### src/rtl/seq_monitor.sv
// Checks that {in0,in1} steps 00->01->10->11->00 every clock, tracks lock,
// counts locked wraps and sequence errors, and registers in0 & in1.
module seq_monitor #(
    parameter int LOCK_CNT = 4,
    parameter int CNT_W    = 8
) (
    input  logic             clk,
    input  logic             rst_n,
    input  logic             in0,
    input  logic             in1,
    input  logic             clr,
    output logic             and_out,
    output logic             lock,
    output logic             err,
    output logic [CNT_W-1:0] cycle_cnt,
    output logic [CNT_W-1:0] err_cnt
);

    localparam int              MW     = $clog2(LOCK_CNT + 1);
    localparam logic [MW-1:0]   LOCK_V = MW'(LOCK_CNT);

    typedef enum logic [1:0] {
        IDLE = 2'b00,
        HUNT = 2'b01,
        LOCK = 2'b10
    } state_e;

    state_e           state_q, state_d;
    logic [1:0]       prev_q, prev_d;
    logic [MW-1:0]    match_cnt_q, match_cnt_d;
    logic             and_out_q, and_out_d;
    logic             lock_q, lock_d;
    logic             err_q, err_d;
    logic [CNT_W-1:0] cycle_cnt_q, cycle_cnt_d;
    logic [CNT_W-1:0] err_cnt_q, err_cnt_d;

    logic [1:0]       s;
    logic [1:0]       nxt;
    logic             match;
    logic [MW-1:0]    match_inc;

    assign s         = {in0, in1};
    assign nxt       = prev_q + 2'd1;
    assign match     = (s == nxt);
    assign match_inc = match_cnt_q + MW'(1);

    always_comb begin
        state_d     = state_q;
        prev_d      = s;
        match_cnt_d = match_cnt_q;
        and_out_d   = in0 & in1;
        err_d       = 1'b0;
        cycle_cnt_d = cycle_cnt_q;
        err_cnt_d   = err_cnt_q;

        if (clr) begin
            state_d     = IDLE;
            match_cnt_d = '0;
            cycle_cnt_d = '0;
            err_cnt_d   = '0;
        end else begin
            unique case (state_q)
                IDLE: begin
                    state_d     = HUNT;
                    match_cnt_d = '0;
                end
                HUNT: begin
                    if (match) begin
                        match_cnt_d = match_inc;
                        if (match_inc == LOCK_V) begin
                            state_d = LOCK;
                        end
                    end else begin
                        match_cnt_d = '0;
                    end
                end
                LOCK: begin
                    if (match) begin
                        // match with prev == 11 implies s == 00: a full wrap
                        if (prev_q == 2'b11) begin
                            cycle_cnt_d = cycle_cnt_q + CNT_W'(1);
                        end
                    end else begin
                        err_d       = 1'b1;
                        state_d     = HUNT;
                        match_cnt_d = '0;
                        if (err_cnt_q != '1) begin
                            err_cnt_d = err_cnt_q + CNT_W'(1);
                        end
                    end
                end
                default: begin
                    state_d     = IDLE;
                    match_cnt_d = '0;
                end
            endcase
        end

        lock_d = (state_d == LOCK);
    end

    always_ff @(posedge clk or negedge rst_n) begin
        if (!rst_n) begin
            state_q     <= IDLE;
            prev_q      <= 2'b00;
            match_cnt_q <= '0;
            and_out_q   <= 1'b0;
            lock_q      <= 1'b0;
            err_q       <= 1'b0;
            cycle_cnt_q <= '0;
            err_cnt_q   <= '0;
        end else begin
            state_q     <= state_d;
            prev_q      <= prev_d;
            match_cnt_q <= match_cnt_d;
            and_out_q   <= and_out_d;
            lock_q      <= lock_d;
            err_q       <= err_d;
            cycle_cnt_q <= cycle_cnt_d;
            err_cnt_q   <= err_cnt_d;
        end
    end

    assign and_out   = and_out_q;
    assign lock      = lock_q;
    assign err       = err_q;
    assign cycle_cnt = cycle_cnt_q;
    assign err_cnt   = err_cnt_q;

endmodule

### config.mk
export PLATFORM = sky130hd
export DESIGN_NAME = seq_monitor
export DESIGN_NICKNAME = d
export VERILOG_FILES = /design/src/rtl/seq_monitor.sv
export SDC_FILE = /design/constraint.sdc
export NUM_CORES = 1
export LEC_CHECK = 0
export CAP_MARGIN = 20
export CORE_MARGIN = 1.5
export CORE_UTILIZATION = 35
export DETAILED_ROUTE_END_ITERATION = 6
export PLACE_DENSITY = 0.59
export SKIP_CTS_REPAIR_TIMING = 1
export SKIP_LAST_GASP = 1
export SYNTH_ARGS = -nofsm -noshare
export SYNTH_HDL_FRONTEND = slang
export SYNTH_SLANG_ARGS = --single-unit
### constraint.sdc
create_clock -name clk -period 2.35 [get_ports clk]
set_input_delay 0.3525 -clock clk [delete_from_list [all_inputs] [get_ports clk]]
set_output_delay 0.3525 -clock clk [all_outputs]
set_load 0.02 [all_outputs]
---- After elaboration in Yosys (flattened, before gate mapping) ----
Cells that the tools add are included.
storage, ports and cells
  register bits after elaboration ......... 26
  input bits .............................. 5
  output and inout port bits .............. 19
  word-level logic and storage cells ...... 49
cells by class
  add/sub/neg operators ................... 4
  equality and inequality tests ........... 9
  muxes and demuxes ....................... 20
  bitwise logic cells ..................... 1
  reductions and logical operators ........ 7
operators with widths
  operator                                              count
  2-to-1 mux 8 bit                                      8
  adder 8 x 1 -> 8 bit (second input constant)          2
  2-to-1 mux 3 bit                                      3
  2-to-1 mux 2 bit                                      4
  != test 8 bit (second input constant)                 1
  nonzero test 2 bit                                    4
  equality test 2 bit (second input constant)           3
  one-hot mux 2 bit (3 select lines)                    1
  one-hot mux 3 bit (2 select lines)                    1
  AND reduction 3 bit                                   2
  adder 3 x 1 -> 3 bit (second input constant)          1
  equality test 3 bit (second input constant)           1
  2-to-1 mux 1 bit                                      3
  != test 3 bit (second input constant)                 1
  adder 2 x 1 -> 2 bit (second input constant)          1
  equality test 2 x 1 -> 1 bit (second input constant)  1
  equality test 2 bit                                   1
  logical NOT 2 bit                                     1
  != test 2 bit (second input constant)                 1
  AND 1 bit                                             1

---- Depth between registers and ports, before layout ----
  word-level depth ........................ 7
  mapped depth ............................ 5
  gate-level depth less buffers ........... 5

---- Worst setup path before layout ----
Ideal clock, no wire load.
  path kind ............................... reg-to-reg
  start point ............................. register prev_q[0]
  end point ............................... register err_cnt_q[4], in the netlist err_cnt[4]
  setup time .............................. 0.078 ns
  data arrival time ....................... 1.769 ns
  required time ........................... 2.272 ns
  path slack .............................. 0.503 ns
  stages on the path, launching flop included .. 6
  buffers on the path ..................... 0
  period minus slack after synthesis ...... 1.847 ns
  path through ............................ dfrtp_1 > ha_1 > xor2_2 > o21ai_2 > or4_1 > a21oi_1
on the way
  word-level cells in the longest chain between the ends .. 4
ends and longest elaborated chain
  item                                  line  text
  start: declaration                    29    logic [1:0] prev_q, prev_d;
  start signal: assignment              114   prev_q <= prev_d;
  adder 2 x 1 -> 2 bit                  43    assign nxt = prev_q + 2'd1;
  equality test 2 bit                   44    assign match = (s == nxt);
  != test 2 bit (no source line)        --
  AND reduction 3 bit (no source line)  --
  end signal: assignment                120   err_cnt_q <= err_cnt_d;
  end: declaration                      35    logic [CNT_W-1:0] err_cnt_q, err_cnt_d;
No other way between the ends.
A chain may end at the register's enable or synchronous reset.

---- Worst setup path in the final report ----
Ends and elaborated chain as after synthesis.

==> metrics.log <==
[metrics] metal1 wirelength: about 1400 um
[metrics] # nets final: 169
[metrics] share of synthesized area spent on multiplexers: ~3.9%
[metrics] Final ANT Viol Nets: 0
[metrics] power density over the cells: around 530 mW/mm2
[metrics] DIE AREA: 0.00419 mm2
[metrics] RSZ-0062 raised after global routing: false
[metrics] detail-routed via count per cell: 5.30
[metrics] sequential cell area fraction in the yosys report: about half
[metrics] synthesized netlist net count: roughly 140
[metrics] total count of hold-check failures in the final report: 0
[metrics] global-route total usage across every layer: around 16%
[metrics] setup violation total in the final timing report: 0
[metrics] area of the core: between 0.003 and 0.004 mm2
[metrics] total half-perimeter wirelength after legalization and detailed placement: 2130 um
[metrics] number of clock buffers inserted by TritonCTS: 3
[metrics] area share of fa/ha/maj cells after synthesis: roughly 4.7%
[metrics] antenna violations before repair: 0
[metrics] count of max-cap constraint violations: 0
[metrics] uppermost metal layer occupied by signal nets: met4
[metrics] post-route setup TNS: 0 ns
[metrics] worst endpoint required time: ~2.5 ns
[metrics] cell chosen for the clock root: sky130_fd_sc_hd__clkbuf_8
[metrics] actual transition at the worst max-transition pin: between 0.4 and 0.5 ns
[metrics] Achievable Freq: slightly below 500 MHz
[metrics] synthesized area divided by synthesized cell count: about 10 um2
[metrics] count of input and output buffers: 23
[metrics] number of DRC violations after detailed-routing iteration 0: 70
[metrics] FF+latch count, synth: 26
[metrics] first-pass GRT wire length: 5160 um
[metrics] status: finished clean
[metrics] relative slew slack: about two thirds
[metrics] total congestion overflow: 0
[metrics] vias in the first global route: ~1,100
[metrics] clock period minus final worst setup slack: roughly 2.0 ns
[metrics] arrival time at the worst endpoint: 2.21 ns
[metrics] Lkg Pwr: 0.689 nW
[metrics] Routability Congestion: 0.765
[metrics] Top-Level Pins: 24
[metrics] start-to-end type of the worst setup path: reg -> reg
[metrics] number of design rule violations left after detail routing: 0
[metrics] insertion delay to the later sink of the worst-skew pair: about 0.27 ns
[metrics] H-tree levels: 1
[metrics] Setup crit start kind: flop
[metrics] met3 wire length: ~96 um
[metrics] Synth cell types: 35
[metrics] maximum number of pins on one net before global-route repair: 27
[metrics] met2 wirelength from detailed routing: 1360 um
[metrics] combinational family with the most area after synthesis: simple AND/OR/NAND/NOR gates
[metrics] area fraction in and, or, nand and nor cells after synthesis: between 20% and 30%
[metrics] Max Fanout on Critical Path: 6
[metrics] Synth-to-Final Area Change: 27.6%
[metrics] die boundary width: ~65 um
[metrics] fraction of the cycle the final worst path needs: 85.7%
[metrics] XOR/XNOR share of the synthesized area: 7.69%
[metrics] clock input transition at the sequential cells of the worst setup and hold paths: around 0.09 ns
[metrics] cell area after technology mapping: between 0.001 and 0.0015 mm2
[metrics] overall power after layout: between 0.8 and 0.9 mW
[metrics] fraction of the mapped netlist area in compound gates: between 10% and 20%
[metrics] number of detailed-route iterations in the first pass: 4
[metrics] Final Max Tran Viols: 0
[metrics] largest vdd supply drop: 0.000534 V
[metrics] most frequent cells in the layout: sky130_fd_sc_hd__dfrtp_1 (26), sky130_fd_sc_hd__clkdlybuf4s50_1 (23), sky130_fd_sc_hd__nor2_1 (16), sky130_fd_sc_hd__nor3_1 (9), sky130_fd_sc_hd__nand4_1 (9)
[metrics] diode insertion count for antenna repair: 0
[metrics] warnings from Yosys: 0
[metrics] clock tree from TritonCTS: built
[metrics] buffers from clock root to sink, at most: 2
[metrics] final routed wirelength across all metal layers: just under 3000 um
[metrics] most common library cell in the layout ignoring fill and taps: sky130_fd_sc_hd__dfrtp_1
[metrics] average wire per standard cell: between 10 and 15 um
[metrics] Worst Clk Skew: between 0.003 and 0.004 ns
[metrics] vias post-DR: 1,092
[metrics] effective utilization at floorplan: roughly 36%
[metrics] num rows: 22
[metrics] clock sinks: 26
[metrics] number of instances in the synthesized netlist: roughly 130
[metrics] height of the die: ~65 um
[metrics] crit end category: flop
[metrics] Hold Path Class: in -> async
[metrics] share of layout cells above drive strength 1: between 6 and 7%
metal layers:
layer	GRT usage, %	up-vias
met5	0	-
met2	26.2	24
li1	-	533
met4	5.32	0
met1	20.7	531
met3	3.65	4
state kept, by name, summed over array words and instances (netlist names):
register and flops:
lock 1, err 1, prev_q 2, err_cnt 8, and_out 1, state_q 2, cycle_cnt 8, match_cnt_q 3
synthesized netlist by cell type:
| cell | count | area [um2] |
|---|---|---|
| sky130_fd_sc_hd__a211oi_2 | 1 | 12.5 |
| sky130_fd_sc_hd__a21oi_1 | 7 | 35.0 |
| sky130_fd_sc_hd__a221oi_1 | 1 | 8.76 |
| sky130_fd_sc_hd__a22oi_1 | 2 | 15.0 |
| sky130_fd_sc_hd__a311oi_1 | 1 | 8.76 |
| sky130_fd_sc_hd__a31o_1 | 3 | 26.3 |
| sky130_fd_sc_hd__a31oi_1 | 3 | 18.8 |
| sky130_fd_sc_hd__and2_1 | 1 | 6.26 |
| sky130_fd_sc_hd__and2b_1 | 1 | 7.51 |
| sky130_fd_sc_hd__and3_1 | 2 | 12.5 |
| sky130_fd_sc_hd__and3b_1 | 1 | 8.76 |
| sky130_fd_sc_hd__buf_1 | 1 | 3.75 |
| sky130_fd_sc_hd__clkbuf_1 | 1 | 3.75 |
| sky130_fd_sc_hd__dfrtp_1 | 26 | 651 |
| sky130_fd_sc_hd__ha_1 | 5 | 62.6 |
| sky130_fd_sc_hd__inv_1 | 4 | 15.0 |
| sky130_fd_sc_hd__mux2_1 | 2 | 22.5 |
| sky130_fd_sc_hd__mux2i_1 | 3 | 30.0 |
| sky130_fd_sc_hd__nand2_1 | 7 | 26.3 |
| sky130_fd_sc_hd__nand2b_1 | 1 | 6.26 |
| sky130_fd_sc_hd__nand3_1 | 3 | 15.0 |
| sky130_fd_sc_hd__nand4_1 | 9 | 56.3 |
| sky130_fd_sc_hd__nand4b_1 | 1 | 8.76 |
| sky130_fd_sc_hd__nor2_1 | 16 | 60.1 |
| sky130_fd_sc_hd__nor2b_1 | 3 | 18.8 |
| sky130_fd_sc_hd__nor3_1 | 9 | 45.0 |
| sky130_fd_sc_hd__nor4_1 | 3 | 18.8 |
| sky130_fd_sc_hd__o21ai_1 | 1 | 5.00 |
| sky130_fd_sc_hd__o21ai_2 | 1 | 8.76 |
| sky130_fd_sc_hd__o31ai_1 | 1 | 7.51 |
| sky130_fd_sc_hd__or4_1 | 1 | 7.51 |
| sky130_fd_sc_hd__xnor2_1 | 5 | 43.8 |
| sky130_fd_sc_hd__xnor2_2 | 1 | 16.3 |
| sky130_fd_sc_hd__xor2_1 | 3 | 26.3 |
| sky130_fd_sc_hd__xor2_2 | 1 | 16.3 |
final timing paths:
path	from	endpoint	slack, ns	depth (start not counted)
max	prev_q[0]$_DFF_PN0_	err_cnt[4]$_DFFE_PN0P_	0.34	5
min reg2reg	state_q[0]$_DFF_PN0_	state_q[0]$_DFF_PN0_	0.54	1
max reg2reg	prev_q[0]$_DFF_PN0_	err_cnt[4]$_DFFE_PN0P_	0.34	5
max in group asynchronous	rst_n	err_cnt[6]$_DFFE_PN0P_	1.66	2
min	rst_n	cycle_cnt[1]$_DFFE_PN0P_	0.45	2
min in group clk	state_q[0]$_DFF_PN0_	state_q[0]$_DFF_PN0_	0.54	1
power breakdown:
group / total (mW) / switching (mW) / leakage, nW / internal [mW]
logic: 0.0671 / 0.0440 / 0.298 / 0.0230
clock network: 0.374 / 0.146 / 0.0357 / 0.228
registers: 0.455 / 0.00369 / 0.355 / 0.451
total: 0.896 / 0.194 / 0.689 / 0.702
layout make-up:
class                           count  area, um2
Tap cell                           48       60.1
Timing Repair Buffer               25        245
Fill cell                         357       1960
Sequential cell                    26        651
Clock buffer                        3       41.3
Clock inverter                      1       30.0
Multi-Input combinational cell     99        662
Inverter                            4       15.0
critical path, cell delays in order, from the launching register on:
cell and delay [ns]:
sky130_fd_sc_hd__dfrtp_1 0.44, sky130_fd_sc_hd__ha_1 0.38, sky130_fd_sc_hd__xor2_2 0.30, sky130_fd_sc_hd__o21ai_2 0.15
sky130_fd_sc_hd__or4_1 0.52, sky130_fd_sc_hd__a21oi_1 0.15
metrics by stage:
stage	util (%)	std cells	setup slack, ns	cell area [um2]	hold slack [ns]
floorplan	-	131	0.503	1340	0.0569
global placement	44.6	202	0.303	1630	0.522
detailed placement	44.6	202	0.238	1630	0.520
CTS	46.5	206	0.346	1700	0.452
global route	46.5	206	0.243	1700	0.488
finish	46.5	206	0.336	1700	0.445
cells by family after synthesis:
family / after synthesis
compound gates: 21
xor+xnor: 10
fa+ha+maj: 5
buf+inv: 6
flops: 26
mux: 5
simple gates: 58
Power figures use the tool's default switching activity.
